**src/rtl/simon_key_sched_seq.sv**
```systemverilog
// simon_key_sched_seq: sequential Simon 32/64 key expansion, one round key per clock into a held key array
// Ports: clk, rst (sync, active-high), load (start strobe, sampled when not generating),
//        keytext (master key, [15:0]=k0 .. [63:48]=k3), busy (generating), key_valid (schedule complete),
//        key (packed [ROUNDS-1:0][WORD-1:0], key[i] is the round-(i+1) key)
module simon_key_sched_seq #(
    parameter int WORD = 16,
    parameter int ROUNDS = 32,
    parameter logic [61:0] Z_SEQ = 62'b11111010001001010110000111001101111101000100101011000011100110
) (
    input  logic                         clk,
    input  logic                         rst,
    input  logic                         load,
    input  logic [63:0]                  keytext,
    output logic                         busy,
    output logic                         key_valid,
    output logic [ROUNDS-1:0][WORD-1:0]  key
);
    localparam int IW = $clog2(ROUNDS);
    typedef enum logic [1:0] {IDLE, GEN, DONE} state_t;
    state_t state, state_n;
    logic [IW-1:0] idx;
    logic [WORD-1:0] r, a, t, nk;
    logic [5:0] zi;
    logic start;
    always_comb begin
        start = load && state != GEN;
        state_n = start ? GEN : (state == GEN && idx == IW'(ROUNDS - 1)) ? DONE : state;
        // z0 is written leftmost-first, so sequence position p lives at vector bit 61-p
        zi = 6'd61 - 6'(idx - IW'(4));
        r = key[idx - IW'(1)];
        a = {r[2:0], r[WORD-1:3]} ^ key[idx - IW'(3)];
        t = a ^ {a[0], a[WORD-1:1]};
        nk = ~key[idx - IW'(4)] ^ t ^ WORD'(Z_SEQ[zi]) ^ WORD'(3);
    end
    always_ff @(posedge clk) begin
        if (rst) state <= IDLE;
        else state <= state_n;
    end
    always_ff @(posedge clk) begin
        if (rst) begin
            idx <= '0;
            key <= '0;
        end else if (start) begin
            key[3:0] <= keytext;
            idx <= IW'(4);
        end else if (state == GEN) begin
            key[idx] <= nk;
            idx <= idx + IW'(1);
        end
    end
    assign busy = state == GEN;
    assign key_valid = state == DONE;
endmodule

```
**config.mk**
```make
export PLATFORM = sky130hd
export DESIGN_NAME = simon_key_sched_seq
export DESIGN_NICKNAME = d
export VERILOG_FILES = /design/src/rtl/simon_key_sched_seq.sv
export SDC_FILE = /design/constraint.sdc
export NUM_CORES = 2
export LEC_CHECK = 0
export CAP_MARGIN = 10
export CORE_ASPECT_RATIO = 0.5
export CORE_MARGIN = 8
export CORE_UTILIZATION = 28
export DETAILED_ROUTE_END_ITERATION = 10
export PLACE_DENSITY = 0.5
export REMOVE_ABC_BUFFERS = 1
export SLEW_MARGIN = 20
export SYNTH_ARGS = -nofsm -noshare
export SYNTH_HDL_FRONTEND = slang
export SYNTH_SLANG_ARGS = --single-unit
```
**constraint.sdc**
```tcl
create_clock -name clk -period 16.98 [get_ports clk]
set_input_delay 4.245 -clock clk [delete_from_list [all_inputs] [get_ports clk]]
set_output_delay 4.245 -clock clk [all_outputs]
set_load 0.01 [all_outputs]
```
======== Yosys cells after proc, flatten, opt, wreduce, memory -nomap -nowiden ========
Memories as Yosys holds them, arrays and structs flattened.
Cells that the tools add are included.
storage, ports and cells
  register bits ........................... 519
  ROM bits ................................ 64
  input port bits ......................... 67
  output and inout bits ................... 514
  word-level logic and storage cells ...... 83
  memories ................................ 1
memories
  name             depth  bits a word  rd ports  clocked after Yosys merged registers in  wr ports  RTL line  RTL
  (no name shown)  64     1            1         0                                        0         33        nk = ~key[idx - IW'(4)] ^ t ^ WORD'(Z_SEQ[zi]) ^ WORD'(3);
cells by class
  add/sub/neg operators ................... 6
  magnitude comparators ................... 6
  equality and inequality tests ........... 4
  multiplexer cells ....................... 16
  bitwise gates (word level) .............. 7
  reductions and logical operators ........ 7
operators by type and width
  kind                   count
  $bwmux W512            1
  $bmux W16 S5           3
  $mux W64               2
  $demux W16 S5          1
  $mux W16               4
  $xor A16 B16 Y16       3
  $lt A5 B6 Y1 const B   4
  $not A16 Y16           1
  $xor A16 B1 Y16        1
  $lt A6 B7 Y1 const B   1
  $mux W3                2
  $sub A5 B3 Y6 const B  1
  $sub A6 B6 Y6 const A  1
  $add A5 B1 Y5 const B  1
  $eq A5 B5 Y1 const B   1
  $ge A5 B1 Y1 const B   1
  $sub A5 B1 Y5 const B  1
  $sub A5 B2 Y5 const B  1
  $sub A5 B3 Y5 const B  1
  $reduce_bool A2 Y1     2
  $logic_and A1 B1 Y1    3
  $mux W1                3
  $eq A2 B1 Y1 const B   1
  $eq A2 B2 Y1 const B   1
  5 further kinds        5

======== Logic depth before layout (Yosys ltp) ========
  depth after elaboration ................. 11
  depth in mapped cells ................... 23
  depth with buffers taken out ............ 10

======== Worst setup path after synthesis ========
OpenSTA, ideal clock, no wires.
  kind .................................... in2reg
  start ................................... input port rst
  end ..................................... register key[0] (netlist name)
  arrival time ............................ 5.653 ns
  path slack .............................. 11.193 ns
  stages on the path ...................... 6
  path buffers ............................ 5
  cells stage by stage .................... clkbuf_1 > clkbuf_1 > clkbuf_1 > clkbuf_1 > clkbuf_1 > o22ai_1
RTL lines
  item                           RTL line  RTL
  start, declared                11        input logic rst,
  end signal, assigned by index  47        key[idx] <= nk;
  end, declared                  16        output logic [ROUNDS-1:0][WORD-1:0] key
No word-level cell between the ends.

======== Worst setup path after layout ========
  start ................................... register idx[1]
  end ..................................... register key[403] (netlist name)
on the way
  cells in the longest elaborated chain, start to end .. 8
RTL lines
  item                                                   RTL line  RTL
  start, declared                                        21        logic [IW-1:0] idx;
  start signal, assigned                                 48        idx <= idx + IW'(1);
  $sub A5 B1 Y5 / $sub A5 B2 Y5 (equally long branches)  30, 31
  $bmux W16 S5, on equally long branches                 30, 31
  $mux W16, on equally long branches                     30, 31
  $xor A16 B16 Y16                                       31        a = {r[2:0], r[WORD-1:3]} ^ key[idx - IW'(3)];
  $xor A16 B16 Y16                                       32        t = a ^ {a[0], a[WORD-1:1]};
  $xor A16 B16 Y16                                       33
  $xor A16 B1 Y16                                        33
  $bwmux W512 *                                          47
Every way passes the cells marked *; elsewhere a longest branch is shown, timed or not. The select of a mux whose other input is x is not followed.
A chain may end at the register's enable or synchronous reset.

==> summary by stage <==
Power
The areal power density over the cells is 74.1 nW/um^2. The internal power is 2220 uW. Total power for the finished layout comes to 3260 uW. The relative contribution of sequential cells to total power is 38.9%. The switching part of the total power is 32.0%. The power share of the clock group is 42.3%. The leakage power is 0.0138 uW. The share of total power in combinational logic is 18.8%. The worst supply voltage drop on vdd is 0.0768 mV.

The switching power of the nets is 1040 uW.

GRT
The wire length of the first global-routing pass is 260 mm. The number of global-route vias before repair is 33,300. The total global routing overflow is 0.

The pin count of the biggest net entering global routing is 185. Global routing used 25.8% of the available tracks across all layers. The number of antenna violations at the first check in global routing is 2.

Finish
The number of filler cells placed in the layout is 12,300. The growth of design area from synthesis to finish is 26.2%. For this run, the post-layout net count is 3,916. The antenna diode instance count is 0.

Cells with a size suffix above 1 make up 18.6% of the layout. The design area is 44,000 sq um. Excluding fillers, the count of instances in the completed layout stands at 5,557.

Floorplan
The total area inside the core boundary comes to 123,000 sq um. The die covers 137,000 sq um. The top-level port count is 581. The standard-cell row count is 91.

From left edge to right edge, the die measures 515 um. The starting utilization of the core area is 28.2%. The die is 265 um tall.

Timing
The number of slew-limit violations in the final report is 0. The clock period could shrink to 7.07 ns. The final critical-path setup slack is 9.91 ns.

The maximum frequency from static timing analysis is 142 MHz. The count of final hold-check violations is 0. The portion of the clock cycle consumed by the worst path in the final layout is 41.6%. The worst setup skew after layout is 0.0177 ns.

Setup repair after global routing left no endpoint under its margin. The worst-margin pin slew is 1.28 ns. The smallest hold slack is 0.501 ns.

The number of setup violations in the final report is 0. In this run the tightest slew margin relative to its limit is 14.8%.

Clock network
CTS built an H-tree with a depth of 2. The number of buffers created by CTS is 57. In this run, post-CTS hold repair placed 0 buffers.

Clock latency on the worst-skew pair, taken at its later pin, is 0.66 ns. TritonCTS built the clock tree. After clock tree synthesis, the clock-pin slew on the worst setup and hold paths is 0.07 ns. The buffer type at the clock tree root is clkbuf_16. The TritonCTS sink count is 519. In this run, post-CTS repair resized a total of 0 instances. Counting along the longest clock path gives a buffer depth of 3. The number of setup buffers added after CTS is 0.

Job
The number of max-cap violations is 0.

Yosys
The fraction of registers with async set or reset after synthesis is 0%. The main flop type after synthesis is dfxtp_1. The mapped netlist covers 34,800 sq um.

Synthesis instantiated 64 different standard cells from the library. The average instance area after synthesis is 9.95 sq um. The Yosys step of the flow raised 0 warnings. Synthesis inferred 519 register bits. After synthesis, flip-flops and latches occupy 29.8% of the total area. The synthesized design contains 0 enable-type register cells.

The synthesized netlist cell count is 3,499.

Detailed routing
Dividing the detail-routed via count by the number of cells gives 6.18. The detailed router placed 34,400 vias in this run. The count of nets left with antenna violations once routing finished came out at 0.

The number of remaining DRC errors is 0. The first detailed-routing pass took 8 iterations. The total detailed-routing wirelength is 185 mm. The routed wire length per instance is 33.3 um. The DRC marker count from the first detailed-route iteration is 5,054.

Outcome
The flow ran to the end, and the final reports show no timing, DRC or antenna violations.

Placement
The total instance count after detailed placement is 5,449. The detailed placement HPWL is 130 mm. After detailed placement, the total cell area comes to 41,900 sq um.

Timing analysis after detailed placement gives a worst setup slack of 10.05 ns. The congestion estimate from routability-driven global placement came to 0.912. The number of buffers inserted by port buffering is 580.

Setup path
The startpoint class of the critical path is a register. The endpoint required time on the critical path is 17.55 ns. STA classifies the critical path endpoint as a register. Of all nets on the critical path, the largest fanout is 45. The category of the critical setup timing path is register to register.

For the worst setup path, the data arrival time is 7.64 ns.

Hold path
The path class of the tightest hold or removal check is register to register.
-- through the flow --
stage	setup TNS [ns]	util [%]
after floorplan	-4173.23	-
after global placement	0	34.0
after detailed placement	0	34.0
after CTS	0	35.6
after global routing	0	35.6
final	0	35.6
-- cells in the mapped netlist (6+ instances only) --
| cell | number | area, sq um |
|---|---|---|
| a2111oi_0 | 38 | 333 |
| a2111oi_1 | 44 | 440 |
| a211oi_1 | 144 | 1080 |
| a21oi_1 | 97 | 485 |
| a22oi_1 | 64 | 480 |
| and2_1 | 9 | 56.3 |
| and3_1 | 40 | 250 |
| buf_1 | 16 | 60.1 |
| buf_2 | 110 | 551 |
| buf_4 | 14 | 105 |
| buf_6 | 30 | 338 |
| clkbuf_1 | 231 | 867 |
| dfxtp_1 | 519 | 10400 |
| ha_1 | 14 | 175 |
| inv_1 | 6 | 22.5 |
| mux2_2 | 10 | 113 |
| mux2i_1 | 85 | 851 |
| mux4_2 | 446 | 10000 |
| nand2_1 | 298 | 1120 |
| nand3_1 | 156 | 781 |
| nand3b_1 | 84 | 631 |
| nand4_1 | 11 | 68.8 |
| nor2_1 | 493 | 1850 |
| nor3_1 | 123 | 616 |
| nor4_1 | 115 | 719 |
| o211ai_1 | 37 | 278 |
| o21ai_0 | 10 | 50.1 |
| o21ai_1 | 14 | 70.1 |
| o22ai_1 | 44 | 275 |
| or3_1 | 87 | 544 |
| xnor2_1 | 25 | 219 |
| xnor3_1 | 11 | 248 |
| xor2_1 | 11 | 96.3 |
-- cell type report --
cell class                      count  area (sq um)  share of cell area [%]
Multi-Input combinational cell   2568         22800                    51.9
Sequential cell                   519         10400                    23.7
Timing Repair Buffer              681          6640                    15.1
Tap cell                         1674          2090                    4.76
Clock buffer                       73          1600                    3.63
Clock inverter                     34           383                   0.871
Inverter                            8          30.0                  0.0683
-- cell usage in the layout, fill, tap and decap left out, types with 5 or more instances in the layout --
cell type	n
clkdlybuf4s50_1	579
dfxtp_1	516
nor2_1	490
mux4_2	446
nand2_1	295
nand3_1	155
a211oi_1	144
nor3_1	122
nor4_1	115
buf_4	96
a21oi_1	93
or3_1	87
nand3b_1	84
mux2i_1	83
a22oi_1	64
clkbuf_16	57
o22ai_1	44
a2111oi_1	44
and3_1	39
a2111oi_0	38
o211ai_1	37
xnor2_2	15
clkinv_2	15
o21ai_1	14
ha_1	12
nand4_1	11
clkbuf_8	11
xnor2_1	10
o21ai_0	10
mux2_2	10
xnor3_1	9
and2_1	8
bufinv_16	7
inv_1	6
xor2_4	6
nand2b_1	5
xor2_1	5
a31oi_1	5
clkbuf_1	5
-- worst max-delay path, stage by stage (launching register included) --
cell	delay (ns)
dfxtp_4	0.78
inv_1	0.30
ha_4	0.85
buf_4	0.54
buf_4	0.56
mux4_2	0.40
mux4_2	0.49
mux2i_2	0.81
xor2_4	0.87
xnor3_1	0.67
buf_4	0.37
nand2_1	0.08
a21oi_1	0.16
-- routing by layer --
layer | global-route usage (%) | wire, um | up-vias
met2 | 42.9 | 87600 | 2235
met5 | 0 | 27 | -
met3 | 6.33 | 19400 | 486
li1 | - | - | 14200
met1 | 31.4 | 67200 | 17500
met4 | 12.4 | 10600 | 4
-- worst paths after layout --
kind | startpoint | slack, ns | cells after the start | endpoint
worst max-delay path | idx[1] | 9.91 | 12 | key[403]
worst min-delay path | state[1] | 0.50 | 2 | state[1]
worst max register to register | idx[1] | 9.91 | 12 | key[403]
worst min register to register | state[1] | 0.50 | 2 | state[1]
-- state kept, by name, summed over array words and instances, names as in the netlist --
name / flops
key: 512
idx: 5
state: 2
-- logic make-up (layout without fill, tap and decap cells) --
| kind of cell | count (synthesis) | after routing | synth area share (%) |
|---|---|---|---|
| xor gates and xnor gates | 53 | 53 | 1.93 |
| and+or+nand+nor | 1436 | 1436 | 19.5 |
| AOI/OAI and AO/OA | 521 | 521 | 10.8 |
| muxes | 544 | 544 | 31.8 |
| buffers and inverters | 412 | 796 | 5.72 |
| adders and majority gates | 14 | 14 | 0.503 |
| DFF | 519 | 519 | 29.8 |
-- power groups by stage --
stage | sequential (uW) | clock [uW] | combinational [uW]
3_5_place_dp | 1300 | 0 | 600
6_report | 1270 | 1380 | 613
2_1_floorplan | 1310 | 0 | 327
3_3_place_gp | 1290 | 0 | 595
4_1_cts | 1270 | 1380 | 601
5_1_grt | 1270 | 1430 | 635
Power figures use the tool's default switching activity.
